==> src/rtl/seq_shifter_if.sv <==
// Request/response bundle between the control unit and the multi-cycle shifter.
// The control unit holds the master side; the shifter holds the slave side.
interface seq_shifter_if #(
  parameter int unsigned WIDTH   = 32,
  parameter int unsigned SHAMT_W = $clog2(WIDTH)
);
  logic               start;
  logic [1:0]         op;
  logic [WIDTH-1:0]   in1;
  logic [SHAMT_W-1:0] shamt;
  logic               busy;
  logic               done;
  logic [WIDTH-1:0]   out;

  modport master (
    output start, op, in1, shamt,
    input  busy, done, out
  );

  modport slave (
    input  start, op, in1, shamt,
    output busy, done, out
  );
endinterface

==> src/rtl/seq_shifter.sv <==
// Multi-cycle SLL/SRL/SRA/SLA unit shifting up to STEP bits per cycle,
// with a start/busy/done handshake so the control unit can stall on long shifts.
module seq_shifter #(
  parameter int unsigned WIDTH   = 32,
  parameter int unsigned SHAMT_W = $clog2(WIDTH),
  parameter int unsigned STEP    = 1
) (
  input logic          clk,
  input logic          rst_n,
  seq_shifter_if.slave bus
);

  localparam logic [0:0] IDLE  = 1'b0;
  localparam logic [0:0] SHIFT = 1'b1;

  localparam logic [1:0] OP_SLL = 2'b00;
  localparam logic [1:0] OP_SRL = 2'b01;
  localparam logic [1:0] OP_SRA = 2'b10;
  localparam logic [1:0] OP_SLA = 2'b11;

  localparam logic [SHAMT_W-1:0] STEP_AMT = SHAMT_W'(STEP);

  logic [0:0]         state;
  logic [WIDTH-1:0]   data_r;
  logic [WIDTH-1:0]   out_r;
  logic [SHAMT_W-1:0] cnt;
  logic [SHAMT_W-1:0] k;
  logic [1:0]         op_r;
  logic               done_r;

  function automatic logic [WIDTH-1:0] shift_by(
    input logic [WIDTH-1:0]   d,
    input logic [SHAMT_W-1:0] n,
    input logic [1:0]         o
  );
    logic signed [WIDTH-1:0] ds;
    logic [WIDTH-2:0]        low;
    ds  = d;
    low = d[WIDTH-2:0] << n;
    case (o)
      OP_SLL:  return d << n;
      OP_SRL:  return d >> n;
      OP_SRA:  return ds >>> n;
      OP_SLA:  return {d[WIDTH-1], low};
      default: return d;
    endcase
  endfunction

  // Final step may be shorter than STEP when the remaining count is smaller.
  always_comb begin
    k = (cnt < STEP_AMT) ? cnt : STEP_AMT;
  end

  always_ff @(posedge clk) begin
    if (!rst_n) begin
      state  <= IDLE;
      data_r <= '0;
      out_r  <= '0;
      cnt    <= '0;
      op_r   <= '0;
      done_r <= 1'b0;
    end else begin
      done_r <= 1'b0;
      case (state)
        IDLE: begin
          if (bus.start) begin
            data_r <= bus.in1;
            cnt    <= bus.shamt;
            op_r   <= bus.op;
            state  <= SHIFT;
          end
        end
        SHIFT: begin
          if (cnt == '0) begin
            out_r  <= data_r;
            done_r <= 1'b1;
            state  <= IDLE;
          end else begin
            data_r <= shift_by(data_r, k, op_r);
            cnt    <= cnt - k;
          end
        end
        default: state <= IDLE;
      endcase
    end
  end

  assign bus.busy = (state == SHIFT);
  assign bus.done = done_r;
  assign bus.out  = out_r;

endmodule

==> src/flat_wrapper.sv <==
// flat-port wrapper written by rule: the top's interface ports become plain ports
module seq_shifter_flat 
#(
  parameter int unsigned WIDTH   = 32,
  parameter int unsigned SHAMT_W = $clog2(WIDTH),
  parameter int unsigned STEP    = 1
)
  (clk, rst_n, bus_start, bus_op, bus_in1, bus_shamt, bus_busy, bus_done, bus_out);
  seq_shifter_if #(.WIDTH(WIDTH), .SHAMT_W(SHAMT_W)) bus_i ();
  input logic clk;
  input logic rst_n;
  input wire logic [$bits(bus_i.start)-1:0] bus_start;
  input wire logic [$bits(bus_i.op)-1:0] bus_op;
  input wire logic [$bits(bus_i.in1)-1:0] bus_in1;
  input wire logic [$bits(bus_i.shamt)-1:0] bus_shamt;
  output wire logic [$bits(bus_i.busy)-1:0] bus_busy;
  output wire logic [$bits(bus_i.done)-1:0] bus_done;
  output wire logic [$bits(bus_i.out)-1:0] bus_out;
  assign bus_i.start = bus_start;
  assign bus_i.op = bus_op;
  assign bus_i.in1 = bus_in1;
  assign bus_i.shamt = bus_shamt;
  assign bus_busy = bus_i.busy;
  assign bus_done = bus_i.done;
  assign bus_out = bus_i.out;
  seq_shifter #(.WIDTH(WIDTH), .SHAMT_W(SHAMT_W), .STEP(STEP)) u_core (.clk(clk), .rst_n(rst_n), .bus(bus_i));
endmodule
==> config.mk <==
export PLATFORM = sky130hd
export DESIGN_NAME = seq_shifter_flat
export DESIGN_NICKNAME = d
export VERILOG_FILES = /design/src/rtl/seq_shifter_if.sv /design/src/rtl/seq_shifter.sv /design/src/flat_wrapper.sv
export SDC_FILE = /design/constraint.sdc
export NUM_CORES = 1
export LEC_CHECK = 0
export CAP_MARGIN = 20
export CORE_MARGIN = 5
export CORE_UTILIZATION = 47
export CTS_BUF_LIST = sky130_fd_sc_hd__clkbuf_4 sky130_fd_sc_hd__clkbuf_8
export CTS_CLUSTER_DIAMETER = 100
export CTS_CLUSTER_SIZE = 12
export DETAILED_ROUTE_END_ITERATION = 16
export PLACE_DENSITY = 0.8
export REMOVE_ABC_BUFFERS = 1
export SETUP_SLACK_MARGIN = 0.1
export SLEW_MARGIN = 20
export SYNTH_ARGS = -nofsm -noshare
export SYNTH_HDL_FRONTEND = slang
export SYNTH_SLANG_ARGS = --single-unit
==> constraint.sdc <==
create_clock -name clk -period 2.1 [get_ports clk]
set_input_delay 0.42 -clock clk [delete_from_list [all_inputs] [get_ports clk]]
set_output_delay 0.42 -clock clk [all_outputs]
set_load 0.05 [all_outputs]
==> results of run 1 <==
## registers in the layout, indices dropped and copies added (netlist names)
signal           count
u_core.bus.busy      1
u_core.bus.done      1
u_core.bus.out      32
u_core.cnt           5
u_core.data_r       32
u_core.op_r          2
## cells in the final DEF (no fill, tap or decap), drive strengths merged, types with 2 or more instances in the layout
cell type and n:
o21ai 42, clkdlybuf4s50 74, nor4bb 2, a21oi 34, nor2b 2, nor3 2, dfxtp 73, nand3 33
a211o 2, clkinv 3, o31ai 2, o22ai 2, a221oi 12, a311oi 2, mux2i 35, a211oi 3
clkbuf 12, o221ai 20, nor2 7, nand2 22, or3 2, inv 33, nand2b 2, buf 23
## final cells by class
cell class	count	share of cell area, %
Sequential cell	73	33.25
Clock inverter	3	0.3985
Inverter	34	2.903
Clock buffer	12	3.473
Multi-Input combinational cell	240	36.18
Tap cell	96	2.733
Timing Repair Buffer	97	21.06
## stage by stage
| stage | instances | power (mW) | hold WS (ns) | instance area [um2] |
|---|---|---|---|---|
| 3_5_place_dp | 540 | 2.563 | 0.4684 | 4225 |
| 4_1_cts | 555 | 3.525 | 0.4789 | 4395 |
| 5_1_grt | 555 | 3.690 | 0.5024 | 4395 |
| 2_1_floorplan | 347 | 2.159 | 0.4560 | 3151 |
| 3_3_place_gp | 540 | 2.536 | 0.4638 | 4225 |
| 6_report | 555 | 3.507 | 0.4773 | 4395 |
## worst register-to-register path: stages (launching register included)
cell and delay [ns]:
dfxtp_1 0.51, inv_1 0.18, a21oi_1 0.79, a221oi_1 0.19
## power by group
group          switching, mW  leakage (nW)  total [mW]  internal, mW
sequential             0.118         0.597        1.62          1.50
combinational          0.549         0.844       0.924         0.375
clock                  0.491        0.0891       0.968         0.478
## metal layers
layer | vias to the layer above | share of wire [%] | GRT usage (%)
li1 | 1526 | - | -
met1 | 1449 | 45 | 27.43
met2 | 131 | 47 | 34.89
met3 | 18 | 6.5 | 5.369
met4 | 0 | 1.5 | 6.739
met5 | - | 0 | 0
## path summary, 6_finish.rpt
check                                       from                        endpoint  cells after the start  slack [ns]
setup reg to reg      u_core.bus.busy$_SDFF_PN0_  u_core.data_r[29]$_SDFFE_PN0P_                      3        0.25
hold / removal    u_core.bus.out[7]$_SDFFE_PN0P_  u_core.bus.out[7]$_SDFFE_PN0P_                      2        0.48
setup / recovery  u_core.bus.out[1]$_SDFFE_PN0P_                      bus_out[1]                      1        0.20
hold reg to reg   u_core.bus.out[7]$_SDFFE_PN0P_  u_core.bus.out[7]$_SDFFE_PN0P_                      2        0.48
## logic make-up (layout without fill, tap and decap cells)
logic type	count (synthesis)	count (layout)	share of synthesized area [%]
AO/OA/AOI/OAI	125	125	24.20
flip-flops	73	73	44.23
adder cells (fa/ha/maj)	1	1	0.3786
XOR/XNOR	1	1	0.2651
buffers and inverters	68	146	8.520
AND/OR/NAND/NOR	78	78	11.81
multiplexers	35	35	10.60
==> results.md, run 1 <==
- Run status: completed
- Max_slew headroom: between 30 and 40%
- Via count: around 3100
- Initial DRC count: ~140
- Vias in the first global route: 3056
- Multi-input combinational cell area: between 0.0015 and 0.002 mm2
- Crit path largest cell delay: 0.81 ns
- Antenna Cells: 0
- CP arrival: approximately 1.5 ns
- Die Wd: 93.85 um
- Minimum clock period: 1.902 ns
- Postcts setup bufs: 0
- First-pass GRT wire length: about 15000 um
- Final Hold Fails: 0
- Height of the die: approximately 94 um
- Most common cell in the synthesized netlist: dfxtp_1
- Setup_tns: 0 ns
- Cell area after synthesis: roughly 0.0033 mm2
- # H-tree levels: 3
- # IOs: 76
- # rows: 30
- VDD IR max: between 0.0004 and 0.0005 V
- Synth area leaders: dfxtp_1 44%, mux2i_1 11%, o21ai_0 5.9%
- Number of synthesis warnings: 0
- Antenna violations before repair: 0
- Critical Path End Type: primary output
- Die ar.: 0.008808 mm2
- Post-synth top flop: dfxtp_1
- TritonCTS sink count: between 70 and 80
- Final slew viol count: 0
- Detailed Route WL: between 8000 and 9000 um
- Nets@finish: ~500
- Worst-Margin Slew: 0.9836 ns
- Crit share post-route: between 90% and 100%
- Final setup margin: 0.1982 ns
- HPWL Detailed: ~6300 um
- Seq cells post-synth: 73
- Power per cell area: about 800 mW/mm2
- DRT Pass-1 Iters: 5
- Area of the core: just under 0.007 mm2
- CTS clock-pin slew for the worst setup and hold paths: about 0.08 ns
- Max-cap viol count: 0
- CP Launch Type: flip-flop
- Family with the most delay on the worst path: buffers and inverters
- Total area of sequential cells: between 0.001 and 0.0015 mm2
- Number of hold buffers added after CTS: 0
- Lkg Pwr: approximately 1.5 nW
- Post-Synthesis Cells: roughly 380
- Port buffer count: 75
- Routability cong.: a little over 0.9
- Remaining DRCs: 0
- Area grow syn2layout: 33.02%
- Final setup vio count: 0
- GRT Residual Overflow: 0
- Slowest cell on crit path: clkdlybuf4s50_1
- FFs w/ async S/R, synth: 0%
- Worst path buffer plus inverter count: 1
- Synth cell count leaders: 73 x dfxtp_1, 39 x o21ai_0, 35 x mux2i_1, 34 x a21oi_1
- Tot GR Track Use: between 20% and 30%
- Pin count of the biggest net entering global routing: 43
- Hold crit path type: reg -> reg
- Synth Area per Inst: a little under 9 um2
- Critical path type: reg -> out
- CTS tree: done
- Layout cells sized above 1: a little under a tenth
- Cell taking the most area after synthesis: dfxtp_1
- Peak Freq: ~0.53 GHz
- Clock skew: between 0.01 and 0.015 ns
- DR vias/cell: ~5.6
- DR WL/cell: approximately 16 um
- Setup WS pre-CTS: ~0.07 ns
- Critical path cell sequence: clkdlybuf4s50_1
- Critical path data required time: about 1.7 ns
- Post-CTS sizing: 0
- Clock root buffer: clkbuf_8
- Seq/Total Area, Yosys: roughly 44%
- RSZ-0062 raised after global routing: no
- CP Max Fanout: 2
- Core Util, Final: between 60 and 70%
- Initial Util: between 40% and 50%
- Clk Latency, worst-skew pair: about 0.34 ns
- Clock Path Buffers: 2
- Fillcell total: just over 600
- Synth top area share: 44.23%
- Post-synth EDFFs: 0
- Total CTS buffers: 9
- Detail Route Antenna Nets: 0
- Synth cell types: between 40 and 50
Note: power is estimated with default switching activity, not from simulation.
==> run 2: changes to the inputs <==
HOLD_SLACK_MARGIN = 0.02   (was default)
REMOVE_ABC_BUFFERS = default   (was 1)
==> run 2 against run 1 <==
Compared with the run above:
- combinational power decreased by 2.4%
- fmax fell by 1.6%
- critical path depth is the same
- sequential share of layout area is 0.094 points lower
- non-clock buffer count down 2
- sequential cell count is the same
- worst hold slack worse by 0.0026 ns
- via count fell by 0.48%
- utilization up 0.18 points
- critical path type unchanged
- clock-buffer cell count is 2 lower
- largest power group unchanged
==> results.md, run 2 (synthesized netlist as in run 1, its figures left out) <==
- Run status: completed
- Number of hold buffers added after CTS: 0 (unchanged)
- Total CTS buffers: 9 (unchanged)
- Crit path largest cell delay: 0.81 ns (about the same)
- CP arrival: 1.51 ns (+0.03 ns)
- Slowest cell on crit path: clkdlybuf4s50_1
- Final Non-Filler Cells: 554 (-0.18%)
- First-pass GRT wire length: 14770 um (-1.4%)
- Crit share post-route: 92.04% (+1.5 points)
- Final slew viol count: 0 (unchanged)
- Clk Latency, worst-skew pair: 0.35 ns (about the same)
- Peak Freq: 0.5174 GHz (-1.6%)
- Worst-Margin Slew: 0.8237 ns (-0.1599 ns)
- DR vias/cell: 5.612 (-0.30%)
- DRT Pass-1 Iters: 6 (+1)
- Clock root buffer: clkbuf_8
- Final Hold Fails: 0 (unchanged)
- Port buffer count: 75 (unchanged)
- Global route hottest layer: met2
- TritonCTS sink count: 73 (unchanged)
- Tot GR Track Use: 20.94% (-0.36 points)
- # H-tree levels: 3 (unchanged)
- Hold crit path type: reg -> reg
- Clock Path Buffers: 2 (unchanged)
- Lkg Pwr: 1.552 nW (+1.4%)
- DR WL/cell: 15.79 um (-2.4%)
- Via count: 3109 (-0.48%)
- VDD IR max: 0.0004261 V (+1.8%)
- Area grow syn2layout: 33.40%
- Layout cells sized above 1: 8.952% (-0.20 points)
- Met3 Use GR: 6.571% (+1.2 points)
- Remaining DRCs: 0 (unchanged)
- Most frequent cells in the layout: 73 x clkdlybuf4s50_1, 73 x dfxtp_1, 39 x o21ai_0
- CTS tree: done
- RSZ-0062 raised after global routing: no
- Vias in the first global route: 3045 (-0.36%)
- Die Wd: 93.85 um (unchanged)
- Nets@finish: 496 (-0.40%)
- Placed Cells: 538 (-0.37%)
- Critical path type: reg -> out
- HPWL Detailed: 6231 um (-1.4%)
- Detail Route Antenna Nets: 0 (unchanged)
- Synth Net Count: 424
- Family with the most delay on the worst path: buffers and inverters
- Initial Util: 48.37% (unchanged)
- Critical path cell sequence: clkdlybuf4s50_1
- Detailed Route WL: 8750 um (-2.5%)
- Postcts setup bufs: 0 (unchanged)
- Met2 Usage GRT: 33.94% (-0.95 points)
- CP Max Fanout: 2 (unchanged)
- Minimum clock period: 1.933 ns (+0.03099 ns)
- CTS clock-pin slew for the worst setup and hold paths: 0.08 ns (about the same)
- Pin count of the biggest net entering global routing: 43 (unchanged)
- Met1 usage: 26.35% (-1.1 points)
- Max_slew headroom: 45.09% (+11 points)
- Clock skew: 0.007059 ns (-0.003369 ns)
- Antenna Cells: 0 (unchanged)
- CP Launch Type: flip-flop
- Area of the core: 0.006832 mm2 (unchanged)
- Setup_tns: 0 ns (unchanged)
- Worst path buffer plus inverter count: 1 (unchanged)
- Routability cong.: 0.8397 (-8.4%)
- Final setup vio count: 0 (unchanged)
- Fillcell total: 609 (+0.33%)
- GRT Residual Overflow: 0 (unchanged)
- Antenna violations before repair: 0 (unchanged)
- Critical path data required time: 1.68 ns (about the same)
- Max-cap viol count: 0 (unchanged)
- Post-CTS sizing: 0 (unchanged)
- Critical Path End Type: primary output
- Initial DRC count: 126 (-12%)
- # rows: 30 (unchanged)
- Height of the die: 93.85 um (unchanged)
- Power per cell area: 819.9 mW/mm2 (+2.8%)
- Die ar.: 0.008808 mm2 (unchanged)
- # IOs: 76 (unchanged)
==> run 2: cell types whose count changed in the layout (fill, tap and decap cells not counted) <==
| cell | before | now |
|---|---|---|
| clkbuf_4 | 2 | 0 |
| clkdlybuf4s50_1 | 74 | 73 |
| buf_4 | 22 | 20 |
| bufinv_16 | 0 | 1 |
| dlymetal6s2s_1 | 0 | 1 |
| clkinv_2 | 2 | 4 |
==> run 2: power by group <==
| group | leakage (nW) | internal (mW) | switching (mW) | total [mW] |
|---|---|---|---|---|
| Sequential | 0.597 | 1.50 | 0.119 | 1.62 |
| Clock | 0.102 | 0.572 | 0.524 | 1.10 |
| Combinational | 0.853 | 0.370 | 0.532 | 0.902 |
| Total | 1.55 | 2.44 | 1.18 | 3.61 |
==> run 2: per-layer routing <==
layer | vias to the layer above | wire [um]
li1 | 1527 | -
met1 | 1459 | 3764
met2 | 109 | 4224
met3 | 14 | 625
met4 | 0 | 135
met5 | - | 0
==> run 2: metrics by stage <==
step	worst slack, ns	instance area [um2]	utilization, %	power, mW	hold WS, ns
floorplan	0.2975	3304	-	2.219	0.4560
global placement	0.1368	4210	61.63	2.520	0.4641
detailed placement	0.08446	4210	61.63	2.545	0.4667
CTS	0.1238	4405	64.49	3.630	0.4766
global route	0.1085	4408	64.52	3.804	0.4998
finish	0.1672	4408	64.52	3.614	0.4747
==> run 2: layout make-up <==
cell class | instances | area [um2] | share of cell area [%]
multi-input combinational | 240 | 1590 | 36.08
tap | 96 | 120.1 | 2.725
clock buffer | 10 | 137.6 | 3.122
clock inverter | 6 | 57.56 | 1.306
timing repair buffer | 95 | 913.4 | 20.72
inverter | 34 | 127.6 | 2.895
sequential | 73 | 1461 | 33.15
==> run 2: path summary, 6_finish.rpt <==
check	cells past startpoint	slack [ns]	to	startpoint
hold / removal	2	0.47	u_core.bus.out[0]$_SDFFE_PN0P_	u_core.bus.out[0]$_SDFFE_PN0P_
setup reg to reg	6	0.30	u_core.cnt[2]$_SDFFE_PN0P_	u_core.cnt[4]$_SDFFE_PN0P_
setup / recovery	1	0.17	bus_out[23]	u_core.bus.out[23]$_SDFFE_PN0P_
hold reg to reg	2	0.47	u_core.bus.out[0]$_SDFFE_PN0P_	u_core.bus.out[0]$_SDFFE_PN0P_
==> run 3: changes to the inputs <==
CTS_CLUSTER_DIAMETER = 40   (was 100)
==> results of run 3 <==
The final DEF is identical to that of run 2; final timing and power are the same.
